**config.mk**
```make
export PLATFORM = sky130hd
export DESIGN_NAME = pipe_hazard_ctrl_flat
export DESIGN_NICKNAME = d
export VERILOG_FILES = /design/src/rtl/pipe_hazard_ctrl_if.sv /design/src/rtl/pipe_hazard_ctrl.sv /design/src/flat_wrapper.sv
export SDC_FILE = /design/constraint.sdc
export NUM_CORES = 1
export LEC_CHECK = 0
export ABC_AREA = 0
export CAP_MARGIN = 40
export CORE_UTILIZATION = 39
export CTS_CLUSTER_DIAMETER = 40
export DETAILED_ROUTE_END_ITERATION = 6
export PLACE_DENSITY = 0.81
export SLEW_MARGIN = 10
export SYNTH_ARGS = -nofsm -noshare
export SYNTH_HDL_FRONTEND = slang
export SYNTH_SLANG_ARGS = --single-unit
```
**constraint.sdc**
```tcl
create_clock -name clock -period 2.2 [get_ports clock]
set_input_delay 0.44 -clock clock [delete_from_list [all_inputs] [get_ports clock]]
set_output_delay 0.44 -clock clock [all_outputs]
set_load 0.02 [all_outputs]
```
**src/rtl/pipe_hazard_ctrl_if.sv**
```systemverilog
// pipe_hazard_ctrl_if -- pipeline-side signal bundle for the hazard controller.
//   master : pipeline/datapath side. It drives the hazard inputs and receives the
//            stall, bubble and flush controls.
//   slave  : controller side (pipe_hazard_ctrl).
//   Inputs to the controller : em2reg, ewreg, ern, rs, rt, use_rs, use_rt,
//                              branch_taken, md_start, md_done, imem_ready, dmem_ready
//   Outputs from controller  : wpcir, bubble, flush_ifid, wexe, md_go, md_err,
//                              state, stall_cnt
interface pipe_hazard_ctrl_if;
   logic        em2reg;
   logic        ewreg;
   logic [4:0]  ern;
   logic [4:0]  rs;
   logic [4:0]  rt;
   logic        use_rs;
   logic        use_rt;
   logic        branch_taken;
   logic        md_start;
   logic        md_done;
   logic        imem_ready;
   logic        dmem_ready;
   logic        wpcir;
   logic        bubble;
   logic        flush_ifid;
   logic        wexe;
   logic        md_go;
   logic        md_err;
   logic [1:0]  state;
   logic [31:0] stall_cnt;

   modport master (
      output em2reg, ewreg, ern, rs, rt, use_rs, use_rt, branch_taken,
             md_start, md_done, imem_ready, dmem_ready,
      input  wpcir, bubble, flush_ifid, wexe, md_go, md_err, state, stall_cnt
   );

   modport slave (
      input  em2reg, ewreg, ern, rs, rt, use_rs, use_rt, branch_taken,
             md_start, md_done, imem_ready, dmem_ready,
      output wpcir, bubble, flush_ifid, wexe, md_go, md_err, state, stall_cnt
   );
endinterface

```
**src/rtl/pipe_hazard_ctrl.sv**
```systemverilog
// pipe_hazard_ctrl -- 5-stage pipeline hazard / stall controller.
//
// Responsibilities:
//   - Load-use interlock. A load in EX whose destination feeds the instruction
//     in ID stalls the front end for one cycle.
//   - Multi-cycle mul/div sequencing: RUN -> MDWAIT -> MDISS -> RUN. An 8-bit
//     watchdog aborts the wait after MD_TIMEOUT cycles and sets a sticky md_err.
//   - Global freeze while data memory is not ready.
//   - IF/ID flush on a taken branch when the front end advances.
// Ports:
//   clock, reset : rising-edge clock, synchronous active-high reset
//   hif (slave)  : hazard inputs and pipeline control outputs (see pipe_hazard_ctrl_if)
// Parameters:
//   MD_TIMEOUT   : maximum number of mul/div wait cycles before abort (1..255)
// Build option:
//   PIPE_STALL_CNT_EN : when defined, stall_cnt is a saturating 32-bit count of
//                       cycles outside reset in which wpcir=0. When undefined,
//                       stall_cnt is tied to 0 and the design has no counter flops.
module pipe_hazard_ctrl #(
   parameter int unsigned MD_TIMEOUT = 63
) (
   input  logic             clock,
   input  logic             reset,
   pipe_hazard_ctrl_if.slave hif
);

   typedef enum logic [1:0] {
      RUN    = 2'd0,
      MDWAIT = 2'd1,
      MDISS  = 2'd2
   } state_t;

   localparam logic [8:0] TIMEOUT = 9'(MD_TIMEOUT);

   state_t     state_q, state_d;
   logic [7:0] wd_q, wd_d;
   logic       err_q, err_d;
   logic       hz;
   logic       wpcir, bubble, wexe, md_go;

   // Load-use hazard. r0 is never a real dependency.
   assign hz = hif.em2reg & hif.ewreg & (hif.ern != 5'd0) &
               ((hif.use_rs & (hif.ern == hif.rs)) | (hif.use_rt & (hif.ern == hif.rt)));

   always_ff @(posedge clock) begin
      if (reset) begin
         state_q <= RUN;
         wd_q    <= 8'd0;
         err_q   <= 1'b0;
      end else begin
         state_q <= state_d;
         wd_q    <= wd_d;
         err_q   <= err_d;
      end
   end

   always_comb begin
      state_d = state_q;
      wd_d    = wd_q;
      err_d   = err_q;
      wpcir   = 1'b0;
      bubble  = 1'b0;
      wexe    = 1'b0;
      md_go   = 1'b0;
      if (reset) begin
         bubble = 1'b1;
      end else if (hif.dmem_ready) begin
         // While dmem_ready is low every output stays at its default and all state holds.
         wexe = 1'b1;
         unique case (state_q)
            RUN: begin
               if (hz) begin
                  bubble = 1'b1;
               end else if (hif.md_start) begin
                  // The mul/div instruction stays in ID until the result is back.
                  md_go   = 1'b1;
                  bubble  = 1'b1;
                  state_d = MDWAIT;
                  wd_d    = 8'd0;
               end else if (!hif.imem_ready) begin
                  bubble = 1'b1;
               end else begin
                  wpcir = 1'b1;
               end
            end
            MDWAIT: begin
               bubble = 1'b1;
               if (wd_q != 8'hFF) wd_d = wd_q + 8'd1;
               // md_done takes precedence, so a result that arrives on the timeout
               // cycle does not raise md_err.
               if (hif.md_done) begin
                  state_d = MDISS;
               end else if (({1'b0, wd_q} + 9'd1) >= TIMEOUT) begin
                  err_d   = 1'b1;
                  state_d = MDISS;
               end
            end
            MDISS: begin
               wpcir   = hif.imem_ready;
               state_d = RUN;
            end
            default: state_d = RUN;
         endcase
      end
   end

   assign hif.wpcir      = wpcir;
   assign hif.bubble     = bubble;
   assign hif.wexe       = wexe;
   assign hif.md_go      = md_go;
   assign hif.flush_ifid = hif.branch_taken & wpcir & ~bubble;
   assign hif.md_err     = err_q;
   assign hif.state      = state_q;

`ifdef PIPE_STALL_CNT_EN
   logic [31:0] stall_cnt_q;

   always_ff @(posedge clock) begin
      if (reset)
         stall_cnt_q <= 32'd0;
      else if (!wpcir && (stall_cnt_q != 32'hFFFF_FFFF))
         stall_cnt_q <= stall_cnt_q + 32'd1;
   end

   assign hif.stall_cnt = stall_cnt_q;
`else
   assign hif.stall_cnt = 32'd0;
`endif

endmodule

```
**src/flat_wrapper.sv**
```systemverilog
// flat-port wrapper written by rule: the top's interface ports become plain ports
module pipe_hazard_ctrl_flat 
#(
   parameter int unsigned MD_TIMEOUT = 63
)
  (clock, reset, hif_em2reg, hif_ewreg, hif_ern, hif_rs, hif_rt, hif_use_rs, hif_use_rt, hif_branch_taken, hif_md_start, hif_md_done, hif_imem_ready, hif_dmem_ready, hif_wpcir, hif_bubble, hif_flush_ifid, hif_wexe, hif_md_go, hif_md_err, hif_state, hif_stall_cnt);
  pipe_hazard_ctrl_if hif_i ();
  input  logic clock;
  input  logic reset;
  input wire logic [$bits(hif_i.em2reg)-1:0] hif_em2reg;
  input wire logic [$bits(hif_i.ewreg)-1:0] hif_ewreg;
  input wire logic [$bits(hif_i.ern)-1:0] hif_ern;
  input wire logic [$bits(hif_i.rs)-1:0] hif_rs;
  input wire logic [$bits(hif_i.rt)-1:0] hif_rt;
  input wire logic [$bits(hif_i.use_rs)-1:0] hif_use_rs;
  input wire logic [$bits(hif_i.use_rt)-1:0] hif_use_rt;
  input wire logic [$bits(hif_i.branch_taken)-1:0] hif_branch_taken;
  input wire logic [$bits(hif_i.md_start)-1:0] hif_md_start;
  input wire logic [$bits(hif_i.md_done)-1:0] hif_md_done;
  input wire logic [$bits(hif_i.imem_ready)-1:0] hif_imem_ready;
  input wire logic [$bits(hif_i.dmem_ready)-1:0] hif_dmem_ready;
  output wire logic [$bits(hif_i.wpcir)-1:0] hif_wpcir;
  output wire logic [$bits(hif_i.bubble)-1:0] hif_bubble;
  output wire logic [$bits(hif_i.flush_ifid)-1:0] hif_flush_ifid;
  output wire logic [$bits(hif_i.wexe)-1:0] hif_wexe;
  output wire logic [$bits(hif_i.md_go)-1:0] hif_md_go;
  output wire logic [$bits(hif_i.md_err)-1:0] hif_md_err;
  output wire logic [$bits(hif_i.state)-1:0] hif_state;
  output wire logic [$bits(hif_i.stall_cnt)-1:0] hif_stall_cnt;
  assign hif_i.em2reg = hif_em2reg;
  assign hif_i.ewreg = hif_ewreg;
  assign hif_i.ern = hif_ern;
  assign hif_i.rs = hif_rs;
  assign hif_i.rt = hif_rt;
  assign hif_i.use_rs = hif_use_rs;
  assign hif_i.use_rt = hif_use_rt;
  assign hif_i.branch_taken = hif_branch_taken;
  assign hif_i.md_start = hif_md_start;
  assign hif_i.md_done = hif_md_done;
  assign hif_i.imem_ready = hif_imem_ready;
  assign hif_i.dmem_ready = hif_dmem_ready;
  assign hif_wpcir = hif_i.wpcir;
  assign hif_bubble = hif_i.bubble;
  assign hif_flush_ifid = hif_i.flush_ifid;
  assign hif_wexe = hif_i.wexe;
  assign hif_md_go = hif_i.md_go;
  assign hif_md_err = hif_i.md_err;
  assign hif_state = hif_i.state;
  assign hif_stall_cnt = hif_i.stall_cnt;
  pipe_hazard_ctrl #(.MD_TIMEOUT(MD_TIMEOUT)) u_core (.clock(clock), .reset(reset), .hif(hif_i));
endmodule
```
# Word-level counts from Yosys, hierarchy flattened

Cells that the tools add are included.
W data, S select, Z words.

Flip-flop bits (word level): 11
Latch bits: 0
RAM bits: 0
Bits in read-only memories: 0
Bits of input ports: 26
Output and inout port bits: 40
Word-level logic and storage cells: 59
Memories: 0

Add/subtract/negate cells: 2
$mul: 0
Divide/modulo/power cells: 0
Magnitude comparators: 1
Equal/unequal tests: 9
Shift operators: 0
Mux-type cells: 28
Bitwise logic cells: 10
Reduce and logical (&&, ||, !) cells: 6

Operators with widths:

| operator              | number |
|---|---|
| $mux W8               | 3 |
| $mux W1               | 17 |
| $pmux W8 S2           | 1 |
| $eq A5 B5 Y1          | 2 |
| $add A8 B1 Y9 const B | 1 |
| $ge A9 B6 Y1 const B  | 1 |
| $add A8 B1 Y8 const B | 1 |
| $mux W2               | 4 |
| $ne A8 B8 Y1 const B  | 1 |
| $reduce_and A4 Y1     | 2 |
| $and A1 B1 Y1         | 7 |
| $reduce_and A5 Y1     | 1 |
| $reduce_bool A5 Y1    | 1 |
| $ne A2 B2 Y1 const B  | 2 |
| $pmux W1 S2           | 2 |
| $pmux W2 S2           | 1 |
| $ne A3 B2 Y1 const B  | 1 |
| $eq A2 B1 Y1 const B  | 1 |
| $eq A2 B2 Y1 const B  | 1 |
| $logic_not A2 Y1      | 1 |
| $ne A2 B1 Y1 const B  | 1 |
| $not A1 Y1            | 2 |
| $reduce_bool A2 Y1    | 1 |
| $or A1 B1 Y1          | 1 |

# Longest topological paths before layout

Gate-level depths: netlist of run 1.

Depth after elaboration: 10
Gate-level depth with buffers: 7

# Worst setup path before layout of run 1

No wires, ideal clock.

Kind: input port to output port
Start point: input port hif_ern[0]
End point: output port hif_flush_ifid
Arrival time: 1.680 ns
Required time: 1.760 ns
Setup slack: 0.080 ns
Stages on the path: 4
Cells stage by stage: or4_1 o211ai_2 o21bai_1 a21oi_1

Longest elaborated chain between the ends: 10
Elaborated cells on any way between the ends: 19
Classes of those cells: 2 x eq/ne; 8 x mux; 8 x bitwise; 1 x reduce/logical

RTL lines:

| what                                        | line                    | text |
|---|---|---|
| from (decl)                                 | flat_wrapper.sv:12      | `input wire logic [$bits(hif_i.ern)-1:0] hif_ern;` |
| $eq A5 B5 Y1                                | pipe_hazard_ctrl.sv:43  | `((hif.use_rs & (hif.ern == hif.rs)) \| (hif.use_rt & (hif.ern == hif.rt)));` |
| $and A1 B1 Y1                               | pipe_hazard_ctrl.sv:43  |  |
| $or A1 B1 Y1                                | pipe_hazard_ctrl.sv:43  |  |
| $and A1 B1 Y1 (*)                           | pipe_hazard_ctrl.sv:42  | `assign hz = hif.em2reg & hif.ewreg & (hif.ern != 5'd0) &` |
| $mux W1                                     | pipe_hazard_ctrl.sv:72  | `if (hz) begin` |
| $pmux W1 S2                                 | pipe_hazard_ctrl.sv:70  | `unique case (state_q)` |
| $mux W1                                     | pipe_hazard_ctrl.sv:67  | `end else if (hif.dmem_ready) begin` |
| $mux W1                                     | pipe_hazard_ctrl.sv:65  | `if (reset) begin` |
| $and A1 B1 Y1 or $not A1 Y1 (tied branches) | pipe_hazard_ctrl.sv:111 | `assign hif.flush_ifid = hif.branch_taken & wpcir & ~bubble;` |
| $and A1 B1 Y1 (*)                           | pipe_hazard_ctrl.sv:111 |  |
| to (decl)                                   | flat_wrapper.sv:24      | `output wire logic [$bits(hif_i.flush_ifid)-1:0] hif_flush_ifid;` |

Every way passes the cells marked *; elsewhere a longest branch is shown, timed or not.

# Worst setup path after layout of run 1

Start point: input port hif_ern[2]
End point: output port hif_md_go

Longest elaborated chain between the ends: 8
Elaborated cells on any way between the ends: 12
Classes of those cells: 2 x eq/ne; 4 x mux; 5 x bitwise; 1 x reduce/logical

RTL lines:

| what              | line                   | text |
|---|---|---|
| $eq A5 B5 Y1      | pipe_hazard_ctrl.sv:43 |  |
| $and A1 B1 Y1     | pipe_hazard_ctrl.sv:43 |  |
| $or A1 B1 Y1      | pipe_hazard_ctrl.sv:43 |  |
| $and A1 B1 Y1 (*) | pipe_hazard_ctrl.sv:42 |  |
| $mux W1 (*)       | pipe_hazard_ctrl.sv:72 |  |
| $mux W1 (*)       | pipe_hazard_ctrl.sv:70 |  |
| $mux W1 (*)       | pipe_hazard_ctrl.sv:67 |  |
| $mux W1 (*)       | pipe_hazard_ctrl.sv:65 |  |
| to (decl)         | flat_wrapper.sv:26     | `output wire logic [$bits(hif_i.md_go)-1:0] hif_md_go;` |

Marked as above.

==> results of run 1 <==
## layout make-up
cell class	count	area [um^2]
fill	253	1240
multi-input combinational	131	875
timing repair buffer	50	418
sequential	11	220
tap	31	38.8
clock buffer	4	26.3
inverter	4	15.0
## metrics by stage
| stage | area (um^2) | setup WS [ps] | utilization | std cells |
|---|---|---|---|---|
| 6_report | 1590 | 26.7 | 0.563 | 231 |
| 5_1_grt | 1590 | -49.6 | 0.563 | 231 |
| 4_1_cts | 1560 | 4.48 | 0.553 | 231 |
| 3_5_place_dp | 1550 | -868 | 0.548 | 226 |
| 3_3_place_gp | 1550 | -828 | 0.548 | 226 |
| 2_1_floorplan | 1310 | 80.4 | - | 181 |
## cells by family (layout without fill, tap and decap cells)
group,after synthesis,after routing,synth area share
and+or+nand+nor,48,48,0.217
buffers and inverters,39,58,0.224
AOI/OAI and AO/OA,37,37,0.263
xor gates and xnor gates,12,12,0.0878
DFF,11,11,0.184
adders and majority gates,2,2,0.0209
other,1,32,0.00313
## repair_timing
item                                    CTS  global route
setup buffers                             1             0
gates resized for setup                  62             9
endpoints found under the setup margin   11             4
cloned                                    0             0
pin swaps                                14             2
## layout by cell type (no fill, tap or decap), drive strengths merged, types with 2 or more instances in the layout
master	instances
a21oi	10
a311oi	4
a31oi	2
and2	2
buf	28
clkbuf	5
clkdlybuf4s15	2
clkdlybuf4s50	14
conb	32
dfxtp	11
dlygate4sd2	5
ha	2
inv	4
nand2	8
nand2b	4
nand3	5
nand4	2
nor2	14
nor2b	3
nor3	2
nor4	3
o211ai	3
o21a	2
o21ai	4
o31a	2
xnor2	2
xor2	10
## routing by layer
layer / global-route usage / vias up / part of all wire
li1: - / 576 / -
met1: 0.225 / 519 / 0.43
met2: 0.314 / 49 / 0.50
met3: 0.0408 / 4 / 0.060
met4: 0.0244 / 0 / 0.0058
met5: 0 / - / 0
## power by group
part	internal [mW]	total [mW]	switching (mW)
combinational	0.0923	0.224	0.132
sequential	0.202	0.205	0.00304
clock	0.0702	0.141	0.0708
total	0.364	0.570	0.206
## registers in the layout, indices dropped and copies added (netlist names)
signal             count
u_core.hif.md_err      1
u_core.hif.state       2
u_core.wd_q            8
## worst max-delay path, cell delays in order
cell                       delay [ps]
sky130_fd_sc_hd__buf_2            120
sky130_fd_sc_hd__or4_4            530
sky130_fd_sc_hd__o211ai_2         190
sky130_fd_sc_hd__buf_4            160
sky130_fd_sc_hd__o21ai_4           60
sky130_fd_sc_hd__nor2_1            90
sky130_fd_sc_hd__buf_4            140
## worst paths after layout
path	start	endpoint	slack, ps	cells past startpoint
worst max-delay path	hif_ern[2]	hif_md_go	30	7
worst min-delay path	u_core.hif.md_err	u_core.hif.md_err	500	2
worst max register to register	u_core.wd_q[0]	u_core.wd_q[0]	180	7
worst min register to register	u_core.hif.md_err	u_core.hif.md_err	500	2
==> impl_summary.txt, run 1 <==
----------------------------------------------------
[Timing]
  FMAX ... 460 MHz
  Total negative slack for setup checks ... 0 ps
  Period minus WS final ... 2170 ps
  Max Slew Vio Count ... 0
  Worst Hold Margin ... 499 ps
  Crit share post-route ... 0.988
  RSZ-0062 raised after global routing ... yes
  Post-route clock skew ... 11.8 ps
  Hold Vio Cnt, Final ... 0
  Setup violations, final ... 0

[Die]
  Chip Width ... 57.4 um
  Starting utilization of the core area ... 0.423
  Chip Height ... 57.4 um
  Overall die area ... 3300 um^2
  I/O pin count ... 66
  Number of standard-cell rows in the floorplan ... 19
  Core box area ... 2830 um^2

[Drt]
  Number of remaining DRC errors ... 0
  Total Wirelength ... 2770 um
  Antenna viol nets, final ... 0
  Total number of vias ... 1,148
  TritonRoute pass-1 iters ... 4
  DR iter-0 viols ... 29
  Routed wire length per instance ... 12.0 um
  Via-per-instance ratio ... 4.97

[Clocking]
  H-tree lvl count ... 1
  Number of buffers inserted during clock tree synthesis ... 3
  Clock tree from TritonCTS ... done
  TritonCTS sink count ... 11
  Worst-path clk slew ... 80 ps
  Post-CTS Hold Buffers ... 0
  Maximum count of clock buffers along a single path ... 2
  Clk_lat worst skew ... 270 ps
  CTS root buffer ... sky130_fd_sc_hd__clkbuf_4

[Job]
  Max-cap violation count ... 0

[Placed design]
  Number of buffers inserted by port buffering ... 33
  RD Place Congestion ... 0.853
  DPL Wire Length ... 2180 um

[Cells and area]
  Number of diodes added for antenna fixing ... 0
  Nets ... 229
  Layout overhead on the synthesized area ... 33.0%
  Share of layout cells above drive strength 1 ... 0.250

[Global routing]
  Pin count of the biggest net entering global routing ... 14
  First-pass GRT wire length ... 4710 um
  Via count of the first global-routing pass ... 1,079
  Overall fraction of global-route tracks in use ... 0.178
  Initial antenna violation count ... 0
  Leftover overflow at the end of global routing ... 0

[Pwr]
  Total power consumption of the routed design ... 0.570 mW
  Power per cell area ... 358 nW/um^2
  LEAKAGE ... 0.640 nW
  Worst ir drop on vdd ... 0.000346 V

[Synth]
  Most used standard cell by instance count after synthesis ... sky130_fd_sc_hd__buf_4
  Count of flip-flops with a built-in enable after synthesis ... 0
  Leading post-synthesis cells by cell area ... sky130_fd_sc_hd__buf_4 20%, sky130_fd_sc_hd__dfxtp_1 18%, sky130_fd_sc_hd__xor2_1 7.3%
  Register bit count reported by yosys ... 11
  Netlist cell types ... 44
  Commonest cells post-synth ... 32 x sky130_fd_sc_hd__buf_4, 14 x sky130_fd_sc_hd__nor2_1, 11 x sky130_fd_sc_hd__dfxtp_1, 10 x sky130_fd_sc_hd__a21oi_1, 10 x sky130_fd_sc_hd__xor2_1
  Flip-flop cell with the highest count after synthesis ... sky130_fd_sc_hd__dfxtp_1
  Yosys top cell area share ... 0.201
  Average cell area after synthesis ... 7.98 um^2
  Post-Synthesis Cell Area ... 1200 um^2
  Synth async-reset ratio ... 0
  Cell type contributing the most total cell area after synthesis ... sky130_fd_sc_hd__buf_4
  Yosys warning total ... 0
  Number of standard cells after synthesis ... 150
  Sequential element share of the synthesized area ... 0.184

[Outcome]
  Result of the run ... finished, final reports clean

[Setup path]
  Arrival time of data at the critical path endpoint ... 1730 ps
  Critical Path Fanout Max ... 3
  Crit path capture type ... primary output
  Required time of the critical path ... 1760 ps
  Setup Crit Path Kind ... in -> out
  Category of the worst setup path launch point ... input pin

[Worst hold path]
  Worst min-delay path category ... reg -> reg

----------------------------------------------------
(Power assumes the default switching activity.)
==> run 2: changes to the inputs <==
--- a/config.mk
+++ b/config.mk
@@ -7,10 +7,9 @@
 export LEC_CHECK = 0
 export ABC_AREA = 0
 export CAP_MARGIN = 40
-export CORE_UTILIZATION = 39
+export CORE_UTILIZATION = 30
 export CTS_CLUSTER_DIAMETER = 40
 export DETAILED_ROUTE_END_ITERATION = 6
-export PLACE_DENSITY = 0.81
 export SLEW_MARGIN = 10
 export SYNTH_ARGS = -nofsm -noshare
 export SYNTH_HDL_FRONTEND = slang
==> constraint.sdc (replaced) <==
create_clock -name clock -period 2.5 [get_ports clock]
set_input_delay 0.5 -clock clock [delete_from_list [all_inputs] [get_ports clock]]
set_output_delay 0.5 -clock clock [all_outputs]
set_load 0.02 [all_outputs]
==> impl_summary.txt, run 2 (synthesis gave the netlist of run 1 again) <==
----------------------------------------------------
[Placed design]
  DPL Wire Length ... 2210 um
  Number of cells in the design after placement ... 240
  RD Place Congestion ... 0.840
  Number of buffers inserted by port buffering ... 33
  Worst setup slack before clock tree synthesis ... -654 ps

[Global routing]
  First-pass GRT wire length ... 4810 um
  Leftover overflow at the end of global routing ... 0
  GR Util met3 ... 0.0330
  Busiest metal layer after global routing ... met2
  Fraction of met2 tracks used by global routing ... 0.258
  Initial antenna violation count ... 0
  Pin count of the biggest net entering global routing ... 14
  Via count of the first global-routing pass ... 1,060
  Overall fraction of global-route tracks in use ... 0.142
  Met1 GRT Util ... 0.177

[Clocking]
  Clk_lat worst skew ... 240 ps
  Maximum count of clock buffers along a single path ... 2
  Clock tree from TritonCTS ... done
  CTS root buffer ... sky130_fd_sc_hd__clkbuf_8
  TritonCTS sink count ... 11
  Number of buffers inserted during clock tree synthesis ... 3
  Worst-path clk slew ... 50 ps
  Post-CTS Hold Buffers ... 0
  H-tree lvl count ... 1

[Cells and area]
  Nets ... 228
  Largest register by flop count ... u_core.wd_q
  Most common library cell in the layout ignoring fill and taps ... sky130_fd_sc_hd__conb_1
  Fillers ... 402
  Post-Layout Cell Count ... 247
  Share of layout cells above drive strength 1 ... 0.201
  Layout overhead on the synthesized area ... 36.5%
  Commonest cells after routing, fill and taps aside ... 32 x sky130_fd_sc_hd__conb_1, 17 x sky130_fd_sc_hd__clkdlybuf4s50_1, 17 x sky130_fd_sc_hd__buf_4
  Number of diodes added for antenna fixing ... 0
  Flip-flop count of the largest register after layout ... 8

[Worst hold path]
  Worst min-delay path category ... reg -> reg
  Cell count of the worst hold path ... 2

[Die]
  Chip Height ... 65.2 um
  Chip Width ... 65.2 um
  Number of standard-cell rows in the floorplan ... 22
  I/O pin count ... 66
  Core box area ... 3740 um^2
  Overall die area ... 4250 um^2
  Starting utilization of the core area ... 0.320

[Timing]
  FMAX ... 408 MHz
  Crit path setup slack, layout ... 51.7 ps
  Period minus WS final ... 2450 ps
  Max Slew Vio Count ... 0
  Post-route clock skew ... 4.38 ps
  RSZ-0062 raised after global routing ... no
  Hold Vio Cnt, Final ... 0
  Crit share post-route ... 0.979
  Setup violations, final ... 0

[Pwr]
  LEAKAGE ... 0.654 nW
  Power per cell area ... 344 nW/um^2
  Worst ir drop on vdd ... 0.000286 V

[Setup path]
  Required time of the critical path ... 2000 ps
  Setup Crit Path Kind ... in -> out
  Depth of the worst register-to-register path ... 6
  Critical Path Fanout Max ... 3
  Crit path capture type ... primary output
  Arrival time of data at the critical path endpoint ... 1950 ps
  Category of the worst setup path launch point ... input pin

[Drt]
  Antenna viol nets, final ... 0
  Number of remaining DRC errors ... 0
  Routed wire length per instance ... 11.7 um
  TritonRoute pass-1 iters ... 4
  Total number of vias ... 1,150
  DR iter-0 viols ... 15
  Via-per-instance ratio ... 4.66
  Total Wirelength ... 2890 um

[Outcome]
  Result of the run ... finished, final reports clean

[Job]
  Max-cap violation count ... 0

----------------------------------------------------
==> run 2: cell types whose count changed in the layout (fill, tap and decap cells not counted), sizes merged <==
cell,change
buf,-8
clkbuf,+1
clkdlybuf4s15,-1
clkdlybuf4s50,+3
dlygate4sd2,+2
dlymetal6s2s,+2
==> run 2: worst paths after layout <==
check / slack (ps) / to / from
min reg2reg: 480 / u_core.hif.md_err / u_core.hif.md_err
max reg2reg: 470 / u_core.hif.state[0] / u_core.wd_q[0]
max: 50 / hif_md_go / hif_ern[2]
min: 480 / u_core.hif.md_err / u_core.hif.md_err
==> run 2: what timing repair did <==
| action | CTS | global route |
|---|---|---|
| endpoints found under the setup margin | 4 | 5 |
| gates resized for setup | 33 | 12 |
| buffers inserted | 3 | 0 |
| gates cloned | 0 | 0 |
| pin swaps | 8 | 8 |
==> run 2: routing by layer <==
layer	up-vias	routed length (um)
li1	570	-
met1	536	1360
met2	44	1380
met3	0	140
met4	0	0
met5	-	0
==> run 2: area by class of cell <==
cell class	count	area (um^2)	area share
clock buffers	4	45.0	0.0276
multi-input cells	131	862	0.528
inverters	4	15.0	0.00919
flip-flops and latches	11	220	0.135
well taps	48	60.1	0.0368
repair buffers	49	432	0.264
==> run 2: worst max-delay path, cell delays in order <==
cell,delay [ps]
sky130_fd_sc_hd__dlygate4sd2_1,280
sky130_fd_sc_hd__or4_4,510
sky130_fd_sc_hd__o211ai_4,210
sky130_fd_sc_hd__buf_6,140
sky130_fd_sc_hd__o21ai_4,60
sky130_fd_sc_hd__nor2_1,100
sky130_fd_sc_hd__buf_4,150
==> run 2: power by group <==
group          total, mW  internal, mW  switching (mW)
clock network      0.184         0.112          0.0714
registers          0.181         0.178         0.00341
logic              0.196        0.0822           0.114
==> run 2: through the flow <==
stage / area (um^2) / utilization / power, mW / hold WS [ps] / TNS (ps)
after floorplan: 1310 / - / 0.329 / 483 / 0
after global routing: 1630 / 0.436 / 0.590 / 525 / 0
final: 1630 / 0.436 / 0.562 / 477 / 0
after global placement: 1550 / 0.414 / 0.375 / 473 / -2480
after detailed placement: 1550 / 0.414 / 0.375 / 466 / -2470
after CTS: 1610 / 0.430 / 0.562 / 492 / 0
